File: src/rtl/ram_arb_pkg.sv
// ram_arb_pkg: shared definitions for the two-port RAM arbiter.
//   - ADDR_W_DEF / DATA_W_DEF : default RAM geometry (32 x 32)
//   - state_t + StIdle/StCmd/StResp : sequencer state encoding
//   - REQ0 / REQ1             : requester index constants
package ram_arb_pkg;

    localparam int unsigned ADDR_W_DEF = 5;
    localparam int unsigned DATA_W_DEF = 32;

    typedef logic [1:0] state_t;

    localparam state_t StIdle = 2'd0;
    localparam state_t StCmd  = 2'd1;
    localparam state_t StResp = 2'd2;

    localparam logic REQ0 = 1'b0;
    localparam logic REQ1 = 1'b1;

endpackage

File: src/rtl/ram_arbiter_if.sv
// ram_arbiter_if: one requester's command/response channel.
//   req/we/addr/wdata : command, held by the requester until gnt
//   gnt               : one-cycle pulse, command accepted
//   done              : one-cycle pulse, access complete
//   rdata             : read data, valid in the done cycle of a read
// master = requester side, slave = arbiter side.
interface ram_arbiter_if
    import ram_arb_pkg::*;
#(
    parameter int unsigned ADDR_W = ADDR_W_DEF,
    parameter int unsigned DATA_W = DATA_W_DEF
);
    logic              req;
    logic              we;
    logic [ADDR_W-1:0] addr;
    logic [DATA_W-1:0] wdata;
    logic              gnt;
    logic              done;
    logic [DATA_W-1:0] rdata;

    modport master (
        output req, we, addr, wdata,
        input  gnt, done, rdata
    );

    modport slave (
        input  req, we, addr, wdata,
        output gnt, done, rdata
    );
endinterface

File: src/rtl/ram_arbiter_rr_pick2.sv
// rr_pick2: combinational 2-way round-robin picker.
//   req0_i, req1_i : pending requests
//   last_i         : index of the previous winner
//   valid_o        : at least one request pending
//   winner_o       : chosen index (the one that did not win last on a tie)
module rr_pick2 (
    input  logic req0_i,
    input  logic req1_i,
    input  logic last_i,
    output logic valid_o,
    output logic winner_o
);
    always_comb begin
        valid_o = req0_i | req1_i;
        if (req0_i && req1_i) begin
            winner_o = ~last_i;
        end else begin
            winner_o = req1_i;
        end
    end
endmodule

File: src/rtl/ram_arbiter.sv
// ram_arbiter: round-robin arbiter and sequencer in front of a single-port
// synchronous RAM. One access in flight at a time: IDLE (arbitrate) ->
// CMD (RAM strobed) -> RESP (read data on ram_dout_i) -> IDLE (done pulse).
//   clk, rst_n        : clock, async active-low reset
//   req0_if, req1_if  : requester channels (slave side)
//   busy_o            : sequencer not idle
//   ram_cen_o/wen_o/addr_o/din_o : registered RAM controls
//   ram_dout_i        : RAM read data, valid the cycle after a read strobe
module ram_arbiter
    import ram_arb_pkg::*;
#(
    parameter int unsigned ADDR_W = ADDR_W_DEF,
    parameter int unsigned DATA_W = DATA_W_DEF
) (
    input  logic              clk,
    input  logic              rst_n,
    ram_arbiter_if.slave      req0_if,
    ram_arbiter_if.slave      req1_if,
    output logic              busy_o,
    output logic              ram_cen_o,
    output logic              ram_wen_o,
    output logic [ADDR_W-1:0] ram_addr_o,
    output logic [DATA_W-1:0] ram_din_o,
    input  logic [DATA_W-1:0] ram_dout_i
);
    state_t            state_q, state_d;
    logic              last_q, last_d;
    logic              rd_flag_q, rd_flag_d;
    logic              owner_q, owner_d;
    logic [1:0]        gnt_q, gnt_d;
    logic [1:0]        done_q, done_d;
    logic              cen_q, cen_d;
    logic              wen_q, wen_d;
    logic [ADDR_W-1:0] addr_q, addr_d;
    logic [DATA_W-1:0] din_q, din_d;
    logic [DATA_W-1:0] rdata0_q, rdata0_d;
    logic [DATA_W-1:0] rdata1_q, rdata1_d;

    logic              pick_valid;
    logic              pick_winner;
    logic              win_we;
    logic [ADDR_W-1:0] win_addr;
    logic [DATA_W-1:0] win_wdata;

    rr_pick2 u_pick (
        .req0_i   (req0_if.req),
        .req1_i   (req1_if.req),
        .last_i   (last_q),
        .valid_o  (pick_valid),
        .winner_o (pick_winner)
    );

    // Command fields of the winning requester.
    always_comb begin
        if (pick_winner == REQ1) begin
            win_we    = req1_if.we;
            win_addr  = req1_if.addr;
            win_wdata = req1_if.wdata;
        end else begin
            win_we    = req0_if.we;
            win_addr  = req0_if.addr;
            win_wdata = req0_if.wdata;
        end
    end

    always_comb begin
        state_d   = state_q;
        last_d    = last_q;
        rd_flag_d = rd_flag_q;
        owner_d   = owner_q;
        gnt_d     = 2'b00;
        done_d    = 2'b00;
        cen_d     = cen_q;
        wen_d     = wen_q;
        addr_d    = addr_q;
        din_d     = din_q;
        rdata0_d  = rdata0_q;
        rdata1_d  = rdata1_q;

        case (state_q)
            StIdle: begin
                cen_d = 1'b0;
                if (pick_valid) begin
                    gnt_d[pick_winner] = 1'b1;
                    cen_d              = 1'b1;
                    wen_d              = win_we;
                    addr_d             = win_addr;
                    din_d              = win_wdata;
                    owner_d            = pick_winner;
                    last_d             = pick_winner;
                    rd_flag_d          = ~win_we;
                    state_d            = StCmd;
                end
            end
            StCmd: begin
                // RAM samples the strobe at this closing edge.
                cen_d   = 1'b0;
                wen_d   = 1'b0;
                state_d = StResp;
            end
            StResp: begin
                done_d[owner_q] = 1'b1;
                if (rd_flag_q) begin
                    if (owner_q == REQ1) begin
                        rdata1_d = ram_dout_i;
                    end else begin
                        rdata0_d = ram_dout_i;
                    end
                end
                state_d = StIdle;
            end
            default: begin
                state_d = StIdle;
            end
        endcase
    end

    always_ff @(posedge clk or negedge rst_n) begin
        if (!rst_n) begin
            state_q   <= StIdle;
            last_q    <= REQ1;  // requester 0 wins the first tie
            rd_flag_q <= 1'b0;
            owner_q   <= REQ0;
            gnt_q     <= 2'b00;
            done_q    <= 2'b00;
            cen_q     <= 1'b0;
            wen_q     <= 1'b0;
            addr_q    <= '0;
            din_q     <= '0;
            rdata0_q  <= '0;
            rdata1_q  <= '0;
        end else begin
            state_q   <= state_d;
            last_q    <= last_d;
            rd_flag_q <= rd_flag_d;
            owner_q   <= owner_d;
            gnt_q     <= gnt_d;
            done_q    <= done_d;
            cen_q     <= cen_d;
            wen_q     <= wen_d;
            addr_q    <= addr_d;
            din_q     <= din_d;
            rdata0_q  <= rdata0_d;
            rdata1_q  <= rdata1_d;
        end
    end

    assign req0_if.gnt   = gnt_q[REQ0];
    assign req1_if.gnt   = gnt_q[REQ1];
    assign req0_if.done  = done_q[REQ0];
    assign req1_if.done  = done_q[REQ1];
    assign req0_if.rdata = rdata0_q;
    assign req1_if.rdata = rdata1_q;
    assign busy_o        = (state_q != StIdle);
    assign ram_cen_o     = cen_q;
    assign ram_wen_o     = wen_q;
    assign ram_addr_o    = addr_q;
    assign ram_din_o     = din_q;
endmodule

File: src/flat_wrapper.sv
// flat-port wrapper written by rule: the top's interface ports become plain ports
module ram_arbiter_flat import ram_arb_pkg::*;
#(
    parameter int unsigned ADDR_W = ADDR_W_DEF,
    parameter int unsigned DATA_W = DATA_W_DEF
)
  (clk, rst_n, busy_o, ram_cen_o, ram_wen_o, ram_addr_o, ram_din_o, ram_dout_i, req0_if_req, req0_if_we, req0_if_addr, req0_if_wdata, req0_if_gnt, req0_if_done, req0_if_rdata, req1_if_req, req1_if_we, req1_if_addr, req1_if_wdata, req1_if_gnt, req1_if_done, req1_if_rdata);
  ram_arbiter_if #(.ADDR_W(ADDR_W), .DATA_W(DATA_W)) req0_if_i ();
  ram_arbiter_if #(.ADDR_W(ADDR_W), .DATA_W(DATA_W)) req1_if_i ();
  input  logic clk;
  input  logic rst_n;
  output logic busy_o;
  output logic ram_cen_o;
  output logic ram_wen_o;
  output logic [ADDR_W-1:0] ram_addr_o;
  output logic [DATA_W-1:0] ram_din_o;
  input  logic [DATA_W-1:0] ram_dout_i;
  input wire logic [$bits(req0_if_i.req)-1:0] req0_if_req;
  input wire logic [$bits(req0_if_i.we)-1:0] req0_if_we;
  input wire logic [$bits(req0_if_i.addr)-1:0] req0_if_addr;
  input wire logic [$bits(req0_if_i.wdata)-1:0] req0_if_wdata;
  output wire logic [$bits(req0_if_i.gnt)-1:0] req0_if_gnt;
  output wire logic [$bits(req0_if_i.done)-1:0] req0_if_done;
  output wire logic [$bits(req0_if_i.rdata)-1:0] req0_if_rdata;
  input wire logic [$bits(req1_if_i.req)-1:0] req1_if_req;
  input wire logic [$bits(req1_if_i.we)-1:0] req1_if_we;
  input wire logic [$bits(req1_if_i.addr)-1:0] req1_if_addr;
  input wire logic [$bits(req1_if_i.wdata)-1:0] req1_if_wdata;
  output wire logic [$bits(req1_if_i.gnt)-1:0] req1_if_gnt;
  output wire logic [$bits(req1_if_i.done)-1:0] req1_if_done;
  output wire logic [$bits(req1_if_i.rdata)-1:0] req1_if_rdata;
  assign req0_if_i.req = req0_if_req;
  assign req0_if_i.we = req0_if_we;
  assign req0_if_i.addr = req0_if_addr;
  assign req0_if_i.wdata = req0_if_wdata;
  assign req0_if_gnt = req0_if_i.gnt;
  assign req0_if_done = req0_if_i.done;
  assign req0_if_rdata = req0_if_i.rdata;
  assign req1_if_i.req = req1_if_req;
  assign req1_if_i.we = req1_if_we;
  assign req1_if_i.addr = req1_if_addr;
  assign req1_if_i.wdata = req1_if_wdata;
  assign req1_if_gnt = req1_if_i.gnt;
  assign req1_if_done = req1_if_i.done;
  assign req1_if_rdata = req1_if_i.rdata;
  ram_arbiter #(.ADDR_W(ADDR_W), .DATA_W(DATA_W)) u_core (.clk(clk), .rst_n(rst_n), .req0_if(req0_if_i), .req1_if(req1_if_i), .busy_o(busy_o), .ram_cen_o(ram_cen_o), .ram_wen_o(ram_wen_o), .ram_addr_o(ram_addr_o), .ram_din_o(ram_din_o), .ram_dout_i(ram_dout_i));
endmodule
File: config.mk
export PLATFORM = sky130hd
export DESIGN_NAME = ram_arbiter_flat
export DESIGN_NICKNAME = d
export VERILOG_FILES = /design/src/rtl/ram_arb_pkg.sv /design/src/rtl/ram_arbiter_if.sv /design/src/rtl/ram_arbiter_rr_pick2.sv /design/src/rtl/ram_arbiter.sv /design/src/flat_wrapper.sv
export SDC_FILE = /design/constraint.sdc
export NUM_CORES = 1
export LEC_CHECK = 0
export BUFFER_PORTS_ARGS = -buffer_cell sky130_fd_sc_hd__buf_4
export CORE_MARGIN = 2
export CORE_UTILIZATION = 30
export DETAILED_ROUTE_END_ITERATION = 7
export PLACE_DENSITY = 0.52
export SYNTH_ARGS = -nofsm -noshare
export SYNTH_HDL_FRONTEND = slang
export SYNTH_HIERARCHICAL = 1
export SYNTH_SLANG_ARGS = --single-unit
File: constraint.sdc
create_clock -name clk -period 4.5 [get_ports clk]
set_input_delay 0.225 -clock clk [delete_from_list [all_inputs] [get_ports clk]]
set_output_delay 0.225 -clock clk [all_outputs]
set_load 0.01 [all_outputs]
# == After elaboration in Yosys (flattened, before gate mapping) ==
# Cells that the tools add are included.
# totals
register_bits,112
in_bits,112
out_inout_bits,108
word_cells,50
# classes
n_lt_le_gt_ge,4
n_eq_ne,3
muxes,17
bitwise,4
n_reduce_logical,10
# ops
operator,count
$mux W32,1
$mux W2,4
$mux W1,6
$reduce_and A3 Y1,2
$mux W5,1
$lt A1 B2 Y1 const B,2
$pmux W1 S2,2
$pmux W2 S2,1
$reduce_and A2 Y1,2
$reduce_bool A2 Y1,2
$logic_and A1 B1 Y1,3
$not A1 Y1,3
$demux W1 S1,2
$eq A2 B1 Y1 const B,1
$eq A2 B2 Y1 const B,1
$ge A1 B1 Y1 const B,2
$logic_not A2 Y1,1
$ne A2 B1 Y1 const B,1
$or A1 B1 Y1,1

# == Logic depth before layout (Yosys ltp) ==
# depth
word_depth,8
ltp_mapped,6
mapped_depth_nobuf,5

# == Cells and area by module ==
# The synthesis kept the hierarchy.
# modules_own_cells
module,n_inst,cells_per_inst,area_each_um2,seq_area_each_um2
ram_arbiter,1,328,4665.7,2803.9
rr_pick2,1,2,13.8,0.0

# == Worst setup path after synthesis ==
# Ideal clock, no wire load.
# synth_path
path_type,register -> register
start,register u_core.state_q[0]
end,register u_core.rdata0_q[10] (netlist: u_core/req0_if.rdata[10])
setup_time_ns,0.125
arrival_ns,1.293
required_time_ns,4.375
slack_ns,3.082
stages_incl_launch_ff,6
path_buffers,2
synth_period_minus_slack_ns,1.418
cell_sequence,dfrtp_1 -> nor3b_4 -> and2_4 -> buf_12 -> buf_12 -> mux2_4
# synth_between
elab_chain_cells,2
# synth_rtl
item,line_no,source
"start, declared",ram_arbiter.sv:26,"state_t state_q, state_d;"
"start signal, assigned",ram_arbiter.sv:120,state_q <= StIdle;
"start signal, assigned",ram_arbiter.sv:133,state_q <= state_d;
$eq A2 B2 Y1,ram_arbiter.sv:80,case (state_q)
$reduce_and A3 Y1 (no line),n/a,
"end signal, assigned",ram_arbiter.sv:143,rdata0_q <= rdata0_d;
"end, declared",ram_arbiter.sv:36,"logic [DATA_W-1:0] rdata0_q, rdata0_d;"
# Every way passes these cells.
# A chain may end at the register's enable or synchronous reset.

# == Worst setup path in the final report ==
# layout_path
start,register u_core.state_q[1]
end,register u_core.addr_q[0] (netlist: u_core/ram_addr_o[0])
# layout_between
elab_chain_cells,2
# layout_rtl
item,line_no,source
$logic_not A2 Y1,ram_arbiter.sv:80,
$reduce_and A2 Y1 (no line),n/a,
"end signal, assigned",ram_arbiter.sv:141,addr_q <= addr_d;
"end, declared",ram_arbiter.sv:34,"logic [ADDR_W-1:0] addr_q, addr_d;"
# Every way passes these cells.

==> results.tsv <==
stage	metric	value	unit
power	seq_power_share	39.8	%
worst_setup_path	worstSetupPathType	register to register	
global_routing	global_route_wire_length_before_repair	17200	µm
placed_design	gp_congestion	0.699	
sta	timing.final.crit_share	43.7	%
global_routing	first_global_vias	3308	
sta	timing.hold.ws	-0.00776	ns
global_routing	global_route_usage_sum	13.3	%
layout	number_of_filler_instances_in_the_final_layout	1436	
layout	n_antenna_cell	0	
floorplan	floorplan.die_area	0.0166	mm²
floorplan	chip_height	129	µm
layout	final_cells	733	
logic_synthesis	synth_area_leader_cell	dfrtp_1	
sta	timing.clock.skew	0.00544	ns
floorplan	io_pins	220	
sta	slew-limit-headroom	36.2	%
worst_setup_path	required	4.69	ns
layout	synthToLayoutAreaGrowth	42.6	%
drt	finalWirelength	11000	µm
clocking	post-cts-setup-buffers	0	
logic_synthesis	synth-warning-count	6	
layout	footprint_of_the_multi_input_gates	0.00169	mm²
sta	fmaxAchievable	509	MHz
power	power.density	677	mW/mm²
power	share_clk_of_total_power	17.0	%
floorplan	coreArea	0.0152	mm²
sta	report.final.setup_viol	0	
min_path	path_type_of_the_worst_min_delay_path	input pin to asynchronous set/reset pin	
sta	report.final.hold_viol_count	3	
clocking	cts.clk_slew.worst_paths	0.07	ns
clocking	tritoncts_clock_tree	yes	
logic_synthesis	most_common_cell_in_the_synthesized_netlist	dfrtp_1	
global_routing	maximum_number_of_pins_on_one_net_before_global_route_repair	72	
logic_synthesis	net_count_of_the_mapped_netlist	442	
run	number_of_violations_of_the_max_capacitance_limit	0	
logic_synthesis	synth_edf_count	0	
sta	worst_tran_pin_value	0.957	ns
drt	detailed_route_iter0_violations	122	
placed_design	hpwlAfterDp	8060	µm
global_routing	grt_antenna_before_repair	0	
power	p_leak	3.33	nW
clocking	clock_sink_count	112	
clocking	cts_hold_repair.buffers	0	
logic_synthesis	avgSynthCellArea	14.2	µm²
power	comb_power_share	43.2	%
logic_synthesis	synth_flop_cell	dfrtp_1	
drt	dr_total_vias	3207	
floorplan	start_util	30.8	%
drt	routed_via_density	4.38	
floorplan	die-width	129	µm
global_routing	grt_overflow_total	0	
clocking	cts-htree-levels	3	
worst_setup_path	critPathTopFamily	simple AND/OR/NAND/NOR gates	
layout	final_net_count	654	
placed_design	io_buffer_count	219	
logic_synthesis	post_synth_num_cell_types	27	
worst_setup_path	r2r_slack	2.54	ns
worst_setup_path	critical_path_buf_inv_count	1	
power	power_switching_share	32.4	%
sta	setup_tns	0	ns
layout	seq_area	0.00280	mm²
worst_setup_path	critPathMaxStageDelay	0.87	ns
floorplan	std_cell_rows	45	
run_status	failed_checks	negative hold slack	
drt	drc	0	
logic_synthesis	netlist_area	0.00468	mm²
clocking	clock_insertion_delay_worst_skew	0.34	ns
logic_synthesis	synth-seq-area-share	59.9	%
sta	rsz_0062_raised_after_global_routing	false	
logic_synthesis	synth_area_leaders	dfrtp_1 (59%), mux2_4 (9.6%), mux2_2 (8.2%), mux2i_1 (8.1%), nand2_1 (3.4%)	
power	internal_power	0.00305	W
clocking	cts_buffers	9	
power	p_switching	0.00146	W
sta	finalWorstPathRequiredPeriod	1.96	ns
worst_setup_path	worstSetupPathDepth	4	
layout	layout-drive-gt1-share	56.5	%
placed_design	placed_cells	719	
worst_setup_path	cells_along_the_critical_path	or3b_2, buf_4, nand2_1, o21ai_1	
drt	routed_wire_length_per_instance	15.0	µm
worst_setup_path	critical_path.slowest_cell	or3b_2	
clocking	clockRootBuffer	clkbuf_16	
logic_synthesis	area_fraction_of_the_dominant_cell_type_after_synthesis	59.4	%
worst_setup_path	worst_ep_arrival_time	2.16	ns
drt	drt_pre_antenna_iters	4	
clocking	cts_resized	0	
logic_synthesis	synthesized_instance_count	330	
sta	drv_slew	0	
power	ir_worst_vdd	0.288	mV
logic_synthesis	most_frequent_cells_after_synthesis	dfrtp_1 (111), nand2_1 (42), mux2i_1 (38)	
logic_synthesis	share_of_flip_flops_with_an_asynchronous_set_or_reset_after_synthesis	100	%
run_status	status	complete, but fails checks	
logic_synthesis	synth_seq_cells	112	
worst_setup_path	critical_path.max_fanout	55	
drt	antenna_left	0	
worst_setup_path	r2r.worst_path.cells	4	
worst_setup_path	critical_path_sink_type	register	
worst_setup_path	crit_path_start_kind	register	
clocking	number_of_buffers_on_the_longest_clock_path	2	
through the flow:
stage          utilization, %  power, W  area, µm²  setup WS [ns]
3_5_place_dp             42.1   0.00381       6390           2.42
5_1_grt                  43.9   0.00483       6670           2.39
2_1_floorplan               -   0.00281       4680           3.08
6_report                 43.9   0.00451       6670           2.54
3_3_place_gp             42.1   0.00378       6390           2.46
4_1_cts                  43.9   0.00460       6670           2.51
final timing paths:
path / startpoint / to
min in group clk: ram_dout_i[1] / u_core/req0_if.rdata[1]$_DFFE_PN0P_
hold reg to reg: u_core/ram_din_o[23]$_DFFE_PN0P_ / u_core/ram_din_o[23]$_DFFE_PN0P_
max in group asynchronous: rst_n / u_core/req1_if.rdata[26]$_DFFE_PN0P_
hold / removal: rst_n / u_core/req0_if.rdata[30]$_DFFE_PN0P_
setup reg to reg: u_core/state_q[1]$_DFFE_PN0P_ / u_core/ram_addr_o[0]$_DFFE_PN0P_
setup / recovery: u_core/state_q[1]$_DFFE_PN0P_ / u_core/ram_addr_o[0]$_DFFE_PN0P_
metal layers:
| layer | share of wire, % | global-route usage (%) | vias to the layer above |
|---|---|---|---|
| met3 | 9.5 | 5.90 | 8 |
| met5 | 0 | 0 | - |
| met2 | 47 | 21.0 | 142 |
| met4 | 1.0 | 3.64 | 0 |
| met1 | 42 | 16.6 | 1505 |
| li1 | - | - | 1552 |
layout make-up:
cell class,instances,area share (%)
timing repair buffer,222,25.0
clock inverter,4,0.713
inverter,1,0.0563
tap,188,3.53
multi-input combinational,196,25.3
clock buffer,10,3.43
sequential,112,42.0
logic make-up after synthesis:
family,synth area share (%)
buf+inv,4.30
mux,25.9
flops,59.9
simple gates,5.29
compound gates,4.55
registers in the layout (all words and copies together), names as in the netlist, 2 cells and up:
signal,flops
u_core/ram_din_o,32
u_core/req0_if.rdata,32
u_core/req1_if.rdata,32
u_core/ram_addr_o,5
u_core/done_q,2
u_core/gnt_q,2
u_core/state_q,2
cells in the final DEF (no fill, tap or decap), drive strengths merged, types with 2 or more instances in the layout:
| cell type | Yosys | routed |
|---|---|---|
| buf | 20 | 222 |
| dfrtp | 111 | 111 |
| mux2 | 64 | 64 |
| nand2 | 43 | 43 |
| mux2i | 38 | 38 |
| o21ai | 38 | 38 |
| clkbuf | 1 | 10 |
| clkinv | 0 | 2 |
| a21o | 2 | 2 |
| or2 | 2 | 2 |
| and2 | 2 | 2 |
power groups by stage:
stage	registers, W	logic, W	clock network, W
CTS	0.00180	0.00199	0.000804
global route	0.00187	0.00213	0.000837
floorplan	0.00200	0.000815	0
global placement	0.00181	0.00197	0
detailed placement	0.00181	0.00199	0
finish	0.00180	0.00195	0.000766
Note: power is estimated with default switching activity, not from simulation.
